`src/rtl/motoro3_ramp_ctrl.sv`:
```
// motoro3_ramp_ctrl: speed/direction sequencer in front of the 3-phase core.
// Paced INC/DEC ramps, ramp-down before reversal, emergency brake.
module motoro3_ramp_ctrl #(
    parameter int RAMP_DIV  = 10000,
    parameter int FREQ_MIN  = 1,
    parameter int FREQ_MAX  = 1000,
    parameter int BRAKE_CYC = 100000
) (
    input  logic       clk,
    input  logic       nRst,
    input  logic       cmdValid,
    output logic       cmdReady,
    input  logic [9:0] cmdFreq,
    input  logic       cmdInv,
    input  logic       cmdStop,
    input  logic       estop,
    output logic       m3start,
    output logic       m3forceStop,
    output logic       m3invRotate,
    output logic       m3freqINC,
    output logic       m3freqDEC,
    output logic [9:0] curFreq,
    output logic       cmdErr,
    output logic [2:0] state
);

    localparam int RW = (RAMP_DIV > 1) ? $clog2(RAMP_DIV) : 1;
    localparam int BW = $clog2(BRAKE_CYC + 1);
    localparam logic [RW-1:0] RAMP_LAST = RW'(RAMP_DIV - 1);
    localparam logic [BW-1:0] BRAKE_LAST = BW'(BRAKE_CYC - 1);
    localparam logic [9:0] F_MIN = 10'(FREQ_MIN);
    localparam logic [9:0] F_MAX = 10'(FREQ_MAX);

    typedef enum logic [2:0] {
        IDLE  = 3'd0,
        START = 3'd1,
        RAMP  = 3'd2,
        RUN   = 3'd3,
        REV   = 3'd4,
        STOP  = 3'd5,
        BRAKE = 3'd6
    } stateT;

    stateT stateQ, stateD;

    logic [RW-1:0] rampCnt, rampCntD;
    logic [BW-1:0] brakeCnt, brakeCntD;
    logic [9:0] tgt, tgtD;
    logic [9:0] pendTgt, pendTgtD;
    logic [9:0] curD;
    logic startD, fstopD, invD, incD, decD, errD;
    logic accept, badFreq, stepTick, brakeDone, inRamp;

    assign state     = stateQ;
    assign cmdReady  = (stateQ == IDLE || stateQ == RUN) && !estop;
    assign accept    = cmdValid && cmdReady;
    assign badFreq   = !cmdStop && (cmdFreq < F_MIN || cmdFreq > F_MAX);
    assign stepTick  = rampCnt == RAMP_LAST;
    assign brakeDone = (brakeCnt == BRAKE_LAST) && !estop;
    assign inRamp    = stateQ == RAMP || stateQ == REV || stateQ == STOP;

    always_ff @(posedge clk or negedge nRst) begin
        if (!nRst) begin
            stateQ <= IDLE;
        end else begin
            stateQ <= stateD;
        end
    end

    always_comb begin
        stateD = stateQ;
        if (estop && stateQ != BRAKE) begin
            stateD = BRAKE;
        end else begin
            unique case (stateQ)
                IDLE: begin
                    if (accept && !cmdStop && !badFreq) stateD = START;
                end
                START: stateD = RAMP;
                RAMP: begin
                    if (curFreq == tgt) stateD = RUN;
                end
                RUN: begin
                    if (accept && !badFreq) begin
                        if (cmdStop) stateD = STOP;
                        else if (cmdInv == m3invRotate) stateD = RAMP;
                        else stateD = REV;
                    end
                end
                REV: begin
                    if (curFreq == F_MIN) stateD = RAMP;
                end
                STOP: begin
                    if (curFreq == F_MIN) stateD = IDLE;
                end
                BRAKE: begin
                    if (brakeDone) stateD = IDLE;
                end
                default: stateD = IDLE;
            endcase
        end
    end

    // pacing restarts whenever a ramping state is (re)entered
    always_comb begin
        rampCntD = '0;
        if (inRamp && stateD == stateQ) begin
            rampCntD = stepTick ? '0 : rampCnt + 1'b1;
        end
        brakeCntD = '0;
        if (stateQ == BRAKE) begin
            brakeCntD = (brakeCnt == BRAKE_LAST) ? brakeCnt : brakeCnt + 1'b1;
        end
    end

    always_comb begin
        startD   = m3start;
        fstopD   = m3forceStop;
        invD     = m3invRotate;
        incD     = 1'b0;
        decD     = 1'b0;
        curD     = curFreq;
        errD     = 1'b0;
        tgtD     = tgt;
        pendTgtD = pendTgt;
        if (estop && stateQ != BRAKE) begin
            fstopD = 1'b1;
            startD = 1'b0;
            curD   = '0;
        end else begin
            unique case (stateQ)
                IDLE: begin
                    if (accept && !cmdStop) begin
                        if (badFreq) begin
                            errD = 1'b1;
                        end else begin
                            tgtD = cmdFreq;
                            invD = cmdInv;
                        end
                    end
                end
                START: begin
                    startD = 1'b1;
                    curD   = F_MIN;
                end
                RAMP: begin
                    if (curFreq != tgt && stepTick) begin
                        if (curFreq < tgt) begin
                            incD = 1'b1;
                            curD = curFreq + 1'b1;
                        end else begin
                            decD = 1'b1;
                            curD = curFreq - 1'b1;
                        end
                    end
                end
                RUN: begin
                    if (accept) begin
                        if (badFreq) begin
                            errD = 1'b1;
                        end else if (!cmdStop) begin
                            if (cmdInv == m3invRotate) tgtD = cmdFreq;
                            else pendTgtD = cmdFreq;
                        end
                    end
                end
                REV: begin
                    if (curFreq == F_MIN) begin
                        invD = !m3invRotate;
                        tgtD = pendTgt;
                    end else if (stepTick) begin
                        decD = 1'b1;
                        curD = curFreq - 1'b1;
                    end
                end
                STOP: begin
                    if (curFreq == F_MIN) begin
                        startD = 1'b0;
                        curD   = '0;
                    end else if (stepTick) begin
                        decD = 1'b1;
                        curD = curFreq - 1'b1;
                    end
                end
                BRAKE: begin
                    if (brakeDone) fstopD = 1'b0;
                end
                default: begin
                end
            endcase
        end
    end

    always_ff @(posedge clk or negedge nRst) begin
        if (!nRst) begin
            m3start     <= 1'b0;
            m3forceStop <= 1'b0;
            m3invRotate <= 1'b0;
            m3freqINC   <= 1'b0;
            m3freqDEC   <= 1'b0;
            curFreq     <= '0;
            cmdErr      <= 1'b0;
            tgt         <= '0;
            pendTgt     <= '0;
            rampCnt     <= '0;
            brakeCnt    <= '0;
        end else begin
            m3start     <= startD;
            m3forceStop <= fstopD;
            m3invRotate <= invD;
            m3freqINC   <= incD;
            m3freqDEC   <= decD;
            curFreq     <= curD;
            cmdErr      <= errD;
            tgt         <= tgtD;
            pendTgt     <= pendTgtD;
            rampCnt     <= rampCntD;
            brakeCnt    <= brakeCntD;
        end
    end

endmodule

```
`config.mk`:
```
export PLATFORM = sky130hd
export DESIGN_NAME = motoro3_ramp_ctrl
export DESIGN_NICKNAME = d
export VERILOG_FILES = /design/src/rtl/motoro3_ramp_ctrl.sv
export SDC_FILE = /design/constraint.sdc
export NUM_CORES = 1
export LEC_CHECK = 0
export ABC_AREA = 1
export CAP_MARGIN = 20
export CELL_PAD_IN_SITES_DETAIL_PLACEMENT = 0
export CELL_PAD_IN_SITES_GLOBAL_PLACEMENT = 1
export CORE_ASPECT_RATIO = 0.7
export CORE_MARGIN = 4
export CORE_UTILIZATION = 47
export DETAILED_ROUTE_END_ITERATION = 10
export PLACE_DENSITY_LB_ADDON = 0.1
export SLEW_MARGIN = 20
export SYNTH_ARGS = -nofsm -noshare
export SYNTH_HDL_FRONTEND = slang
export SYNTH_SLANG_ARGS = --single-unit
```
`constraint.sdc`:
```
create_clock -name clk -period 4.4 [get_ports clk]
set_clock_uncertainty 0.15 [all_clocks]
set_input_delay 0.88 -clock clk [delete_from_list [all_inputs] [get_ports clk]]
set_output_delay 0.88 -clock clk [all_outputs]
set_load 0.02 [all_outputs]
```
# --- Yosys cells after proc, flatten, opt, wreduce, memory -nomap -nowiden ---
# Cells that the tools add are included.
word_totals:
  ff_bits: 70
  latch_bits: 0
  mem_bits_rw: 0
  romBits: 0
  in_bits: 16
  out_inout_bits: 20
  mem_count: 0
classes:
  add_sub_neg: 4
  mul: 0
  div_mod_pow: 0
  n_lt_le_gt_ge: 3
  n_eq_ne: 25
  n_shift: 0
  muxes: 54
  bitwise: 4
  n_reduce_logical: 32
op_table:
  columns: ["cell", "n"]
  rows:
  - ["$mux W10", 13]
  - ["$pmux W10 S4", 1]
  - ["$mux W17", 2]
  - ["$pmux W10 S3", 1]
  - ["$mux W14", 2]
  - ["$mux W3", 9]
  - ["$mux W1", 21]
  - ["$pmux W3 S7", 1]
  - ["$add A17 B1 Y17 const B", 1]
  - ["$eq A17 B17 Y1 const B", 1]
  - ["$add A14 B1 Y14 const B", 1]
  - ["$eq A14 B14 Y1 const B", 1]
  - ["$add A10 B1 Y10 const B", 1]
  - ["$eq A10 B1 Y1 const B", 1]
  - ["$eq A10 B10 Y1", 1]
  - ["$gt A10 B10 Y1 const B", 1]
  - ["$logic_and A1 B1 Y1", 10]
  - ["$lt A10 B1 Y1 const B", 1]
  - ["$lt A10 B10 Y1", 1]
  - ["$ne A10 B10 Y1", 1]
  - ["$ne A2 B2 Y1 const B", 5]
  - ["$sub A10 B1 Y10 const B", 1]
  - ["$eq A3 B3 Y1 const B", 3]
  - ["$reduce_and A9 Y1", 1]
  - ["20 further kinds", 41]

# --- Depth between registers and ports, before layout ---
logic_depth:
  depth_word: 12
  mapped_depth: 17
  depth_no_buf: 16

# --- Worst setup path before layout ---
# OpenSTA, ideal clock, no wires.
synth_path:
  path_type: "input-to-reg"
  start: "in cmdFreq[1]"
  end: "reg pendTgt[2]"
  setup_time_ns: 0.118
  arrival_time_ns: 2.085
  required_time_ns: 4.132
  path_slack_ns: 2.047
  cell_stages: 10
  n_path_buf: 1
  path_cell_list: "nor2_1 inv_1 nor2_1 nor2_1 nor2_1 nand2_2 or4_4 buf_6 nand2_2 o21ai_2"
synth_via:
  elab_chain_cells: 5
synth_rtl:
  columns: ["element", "line", "rtl"]
  rows:
  - ["start, declared", "13", "input logic [9:0] cmdFreq,"]
  - ["$lt A10 B1 Y1 or $gt A10 B10 Y1 (tied branches)", "57", "assign badFreq = !cmdStop && (cmdFreq < F_MIN || cmdFreq > F_MAX);"]
  - ["$logic_or A1 B1 Y1 (*)", "57", null]
  - ["$logic_and A1 B1 Y1 (*)", "57", null]
  - ["$not A1 Y1 (no source line) (*)", null, null]
  - ["$reduce_and A6 Y1 (no source line) (*)", null, null]
  - ["end signal, assigned", "216", "pendTgt <= pendTgtD;"]
  - ["end, declared", "49", "logic [9:0] pendTgt, pendTgtD;"]
# Every way passes the cells marked *; elsewhere a longest branch is shown, timed or not.
# A chain may end at the register's enable or synchronous reset.

# --- Worst setup path in the final report ---
layout_path:
  start: "in estop"
  end: "out cmdReady"
layout_via:
  elab_chain_cells: 2
layout_rtl:
  columns: ["element", "line", "rtl"]
  rows:
  - ["start, declared", "16", "input logic estop,"]
  - ["$logic_not A1 Y1", "55", "assign cmdReady = (stateQ == IDLE || stateQ == RUN) && !estop;"]
  - ["$logic_and A1 B1 Y1", "55", null]
  - ["end, declared", "12", "output logic cmdReady,"]
# No other way between the ends.

==> impl_metrics.csv <==
group,metric,value,unit
route,postRouteAntennaNets,0,
synthesis,postSynth.topFlopCell,"sky130_fd_sc_hd__dfrtp_1",
power_and_ir_drop,design_power_total,2.51,mW
place,post-place-cells,773,
timing,setup-tns-final,0,ns
clock_tree,cts_buffers,9,
global_route,grt_pass1_wl,18700,um
critical_path,path_cells,"clkdlybuf4s50_1, a21oi_1, clkdlybuf4s50_1",
power_and_ir_drop,p_comb_share,37.4,%
route,detail_route.drc_violations,0,
timing,tightest_slew,0.842,ns
global_route,grt_use_met2,29.4,%
cells_and_area,area_growth,14.6,%
synthesis,synth_warnings,0,
hold_path,timing.hold.worst.class,"in -> async",
critical_path,critical_path.n_buffers_inverters,2,
power_and_ir_drop,net-switching-power,1.00,mW
power_and_ir_drop,switching_share,40.0,%
synthesis,post-synth-top-area-cell,"sky130_fd_sc_hd__dfrtp_1",
synthesis,ys_ff_latch,70,
clock_tree,cts.repair_timing.setup_buffer_count,0,
synthesis,syn_area_per_cell,7.59,um^2
critical_path,worstSetupPathType,"in -> out",
critical_path,critPathLaunchType,"input port",
global_route,number_of_global_route_vias_before_repair,3923,
timing,finalMaxSlewViolations,0,
synthesis,yosys.cell_types.count,48,
critical_path,worst-endpoint-required,3.37,ns
cells_and_area,diodes,0,
timing,fin_crit,3.35,ns
clock_tree,insertion_delay,0.34,ns
global_route,number_of_antenna_violations_at_the_first_check_in_global_routing,0,
critical_path,largest_delay_share_family_worst_path,"buffers and inverters",
place,dpl.hpwl,7880,um
power_and_ir_drop,worst_ir_drop_vdd,0.000283,V
critical_path,critPathArrivalTime,2.32,ns
synthesis,synth.cell_area,4750,um^2
global_route,grtUsageMet3,4.48,%
cells_and_area,multi_input_area,2490,um^2
timing,hold_viol,0,
cells_and_area,final_cells,789,
clock_tree,clock-root-buffer,"sky130_fd_sc_hd__clkbuf_16",
cells_and_area,ff_latch_area,1750,um^2
power_and_ir_drop,p_per_area,461,nW/um^2
clock_tree,clkTransAtPathRegs,0.06,ns
power_and_ir_drop,power.static_leakage,2.55,nW
clock_tree,ctsHtreeMaxLevel,3,
route,vias_cell,5.12,
timing,finalSetupViolations,0,
place,io_buffers,35,
clock_tree,post_cts_resized,0,
clock_tree,cts_sinks,70,
place,placement.cell_area,5130,um^2
critical_path,timing.critical_path.mode_cell,"sky130_fd_sc_hd__clkdlybuf4s50_1",
synthesis,ys_async_sr_fraction,100,%
timing,max_clock_freq,299,MHz
route,drt-total-wl,10800,um
synthesis,number_of_enable_type_register_cells_in_the_synthesized_netlist,0,
global_route,global_route_met1_usage,28.6,%
cells_and_area,finalNetCount,687,
synthesis,synthMostInstantiatedCell,"sky130_fd_sc_hd__nand2_1",
die,initial_core_util,48.7,%
die,dieHeight,92.1,um
timing,min_period_over_period,76.1,%
power_and_ir_drop,intPower,1.50,mW
die,fp-row-count,30,
global_route,grt_max_degree,57,
cells_and_area,num-fill-cells,915,
global_route,grt_busiest_layer,"met2",
synthesis,ys_top_cells_by_area,"sky130_fd_sc_hd__dfrtp_1 (37%), sky130_fd_sc_hd__nand2_1 (9.6%), sky130_fd_sc_hd__inv_1 (6.6%), sky130_fd_sc_hd__nor2_1 (5.1%), sky130_fd_sc_hd__o21ai_0 (4.3%)",
place,gp_congestion,0.837,
cells_and_area,final_design_area_no_fill,5450,um^2
synthesis,seq_area_frac_synth,36.9,%
synthesis,mappedNetlistNets,657,
power_and_ir_drop,share_clk_of_total_power,30.9,%
clock_tree,cts.path.max_buffers,2,
outcome,outcome,"completed",
route,dr_pass1_iterations,5,
route,routed-via-count,4042,
timing,relSlewSlack,43.8,%
cells_and_area,fraction_of_layout_instances_using_a_drive_strength_above_1,14.2,%
critical_path,slowest_cell_on_the_critical_path,"sky130_fd_sc_hd__clkdlybuf4s50_1",
clock_tree,cts.hold.buffers_added,0,
power_and_ir_drop,power.share.sequential,31.7,%
route,detailedRoute.firstIterationViolations,320,
run,max_cap_viols,0,
global_route,grt_remaining_overflow,0,
route,route.detailed.wl_per_inst,13.7,um
synthesis,synth_cells,626,
global_route,groute.usage.overall,19.7,%
critical_path,critical_path_peak_fanout,5,
die,die_w,128,um
die,core,9760,um^2
die,design.portCount,36,
synthesis,post_synth_most_frequent_cells,"sky130_fd_sc_hd__nand2_1 (121), sky130_fd_sc_hd__inv_1 (84), sky130_fd_sc_hd__dfrtp_1 (70), sky130_fd_sc_hd__nor2_1 (64), sky130_fd_sc_hd__o21ai_0 (41)",
timing,rsz_0062_raised_after_global_routing,"no",
clock_tree,cts_tree,"done",
critical_path,max_stage_delay,0.64,ns
critical_path,cp-end-kind,"output port",
synthesis,synth_top_area_share,36.9,%
die,fp.dieArea,11800,um^2
cell type report:
type | instances | share of cell area, %
Tap cell | 128 | 2.94
Timing Repair Buffer | 36 | 6.48
Multi-Input combinational cell | 441 | 45.7
Sequential cell | 70 | 32.2
Inverter | 98 | 6.87
Clock inverter | 6 | 1.59
Clock buffer | 10 | 4.20
cell families after synthesis:
family | after synthesis | synth area share [%]
xor gates and xnor gates | 20 | 3.69
and+or+nand+nor | 297 | 31.2
AOI/OAI and AO/OA | 108 | 13.4
buffers and inverters | 115 | 10.7
muxes | 1 | 0.237
adders and majority gates | 15 | 3.95
DFF | 70 | 36.9
layer usage:
metal	wire, um	share of wire (%)
met1	5590	52
met2	4690	43
met3	425	3.9
met4	125	1.2
met5	0	0
registers in the layout, indices dropped and copies added (netlist names), 3 cells and up:
register / cells
curFreq: 10
brakeCnt: 17
state: 3
rampCnt: 14
tgt: 10
pendTgt: 10
placed cells by master, fill, tap and decap left out, types with 11 or more instances in the layout:
| master | n |
|---|---|
| sky130_fd_sc_hd__o21ai_2 | 11 |
| sky130_fd_sc_hd__dfrtp_1 | 70 |
| sky130_fd_sc_hd__a21oi_1 | 30 |
| sky130_fd_sc_hd__xor2_1 | 16 |
| sky130_fd_sc_hd__nand2_2 | 17 |
| sky130_fd_sc_hd__nor2_4 | 14 |
| sky130_fd_sc_hd__clkdlybuf4s50_1 | 34 |
| sky130_fd_sc_hd__o21ai_0 | 41 |
| sky130_fd_sc_hd__nand2_1 | 121 |
| sky130_fd_sc_hd__nand3_1 | 37 |
| sky130_fd_sc_hd__inv_1 | 84 |
| sky130_fd_sc_hd__nor2_1 | 64 |
| sky130_fd_sc_hd__ha_1 | 15 |
worst paths after layout:
| check | depth (start not counted) | endpoint | from | slack, ns |
|---|---|---|---|---|
| max in group asynchronous | 2 | rampCnt[7] | nRst | 2.74 |
| hold reg to reg | 1 | brakeCnt[13] | brakeCnt[13] | 0.33 |
| setup / recovery | 3 | cmdReady | estop | 1.05 |
| hold / removal | 1 | pendTgt[9] | nRst | 0.30 |
| setup reg to reg | 9 | curFreq[3] | state[0] | 1.52 |
| min in group clk | 1 | brakeCnt[13] | brakeCnt[13] | 0.33 |
power by group through the flow:
stage	Clock [mW]	Sequential, mW	Combinational [mW]
2_1_floorplan	0	0.804	0.715
3_3_place_gp	0	0.807	0.920
3_5_place_dp	0	0.807	0.937
4_1_cts	0.794	0.795	0.942
5_1_grt	0.825	0.808	1.06
6_report	0.776	0.795	0.937
stage by stage:
step | worst slack [ns] | hold WS [ns] | util, %
floorplan | 2.05 | 0.306 | -
global placement | 1.11 | 0.320 | 52.6
detailed placement | 1.09 | 0.328 | 52.6
CTS | 1.06 | 0.304 | 55.8
global route | 1.04 | 0.321 | 55.8
finish | 1.05 | 0.299 | 55.8
(Power assumes the default switching activity.)
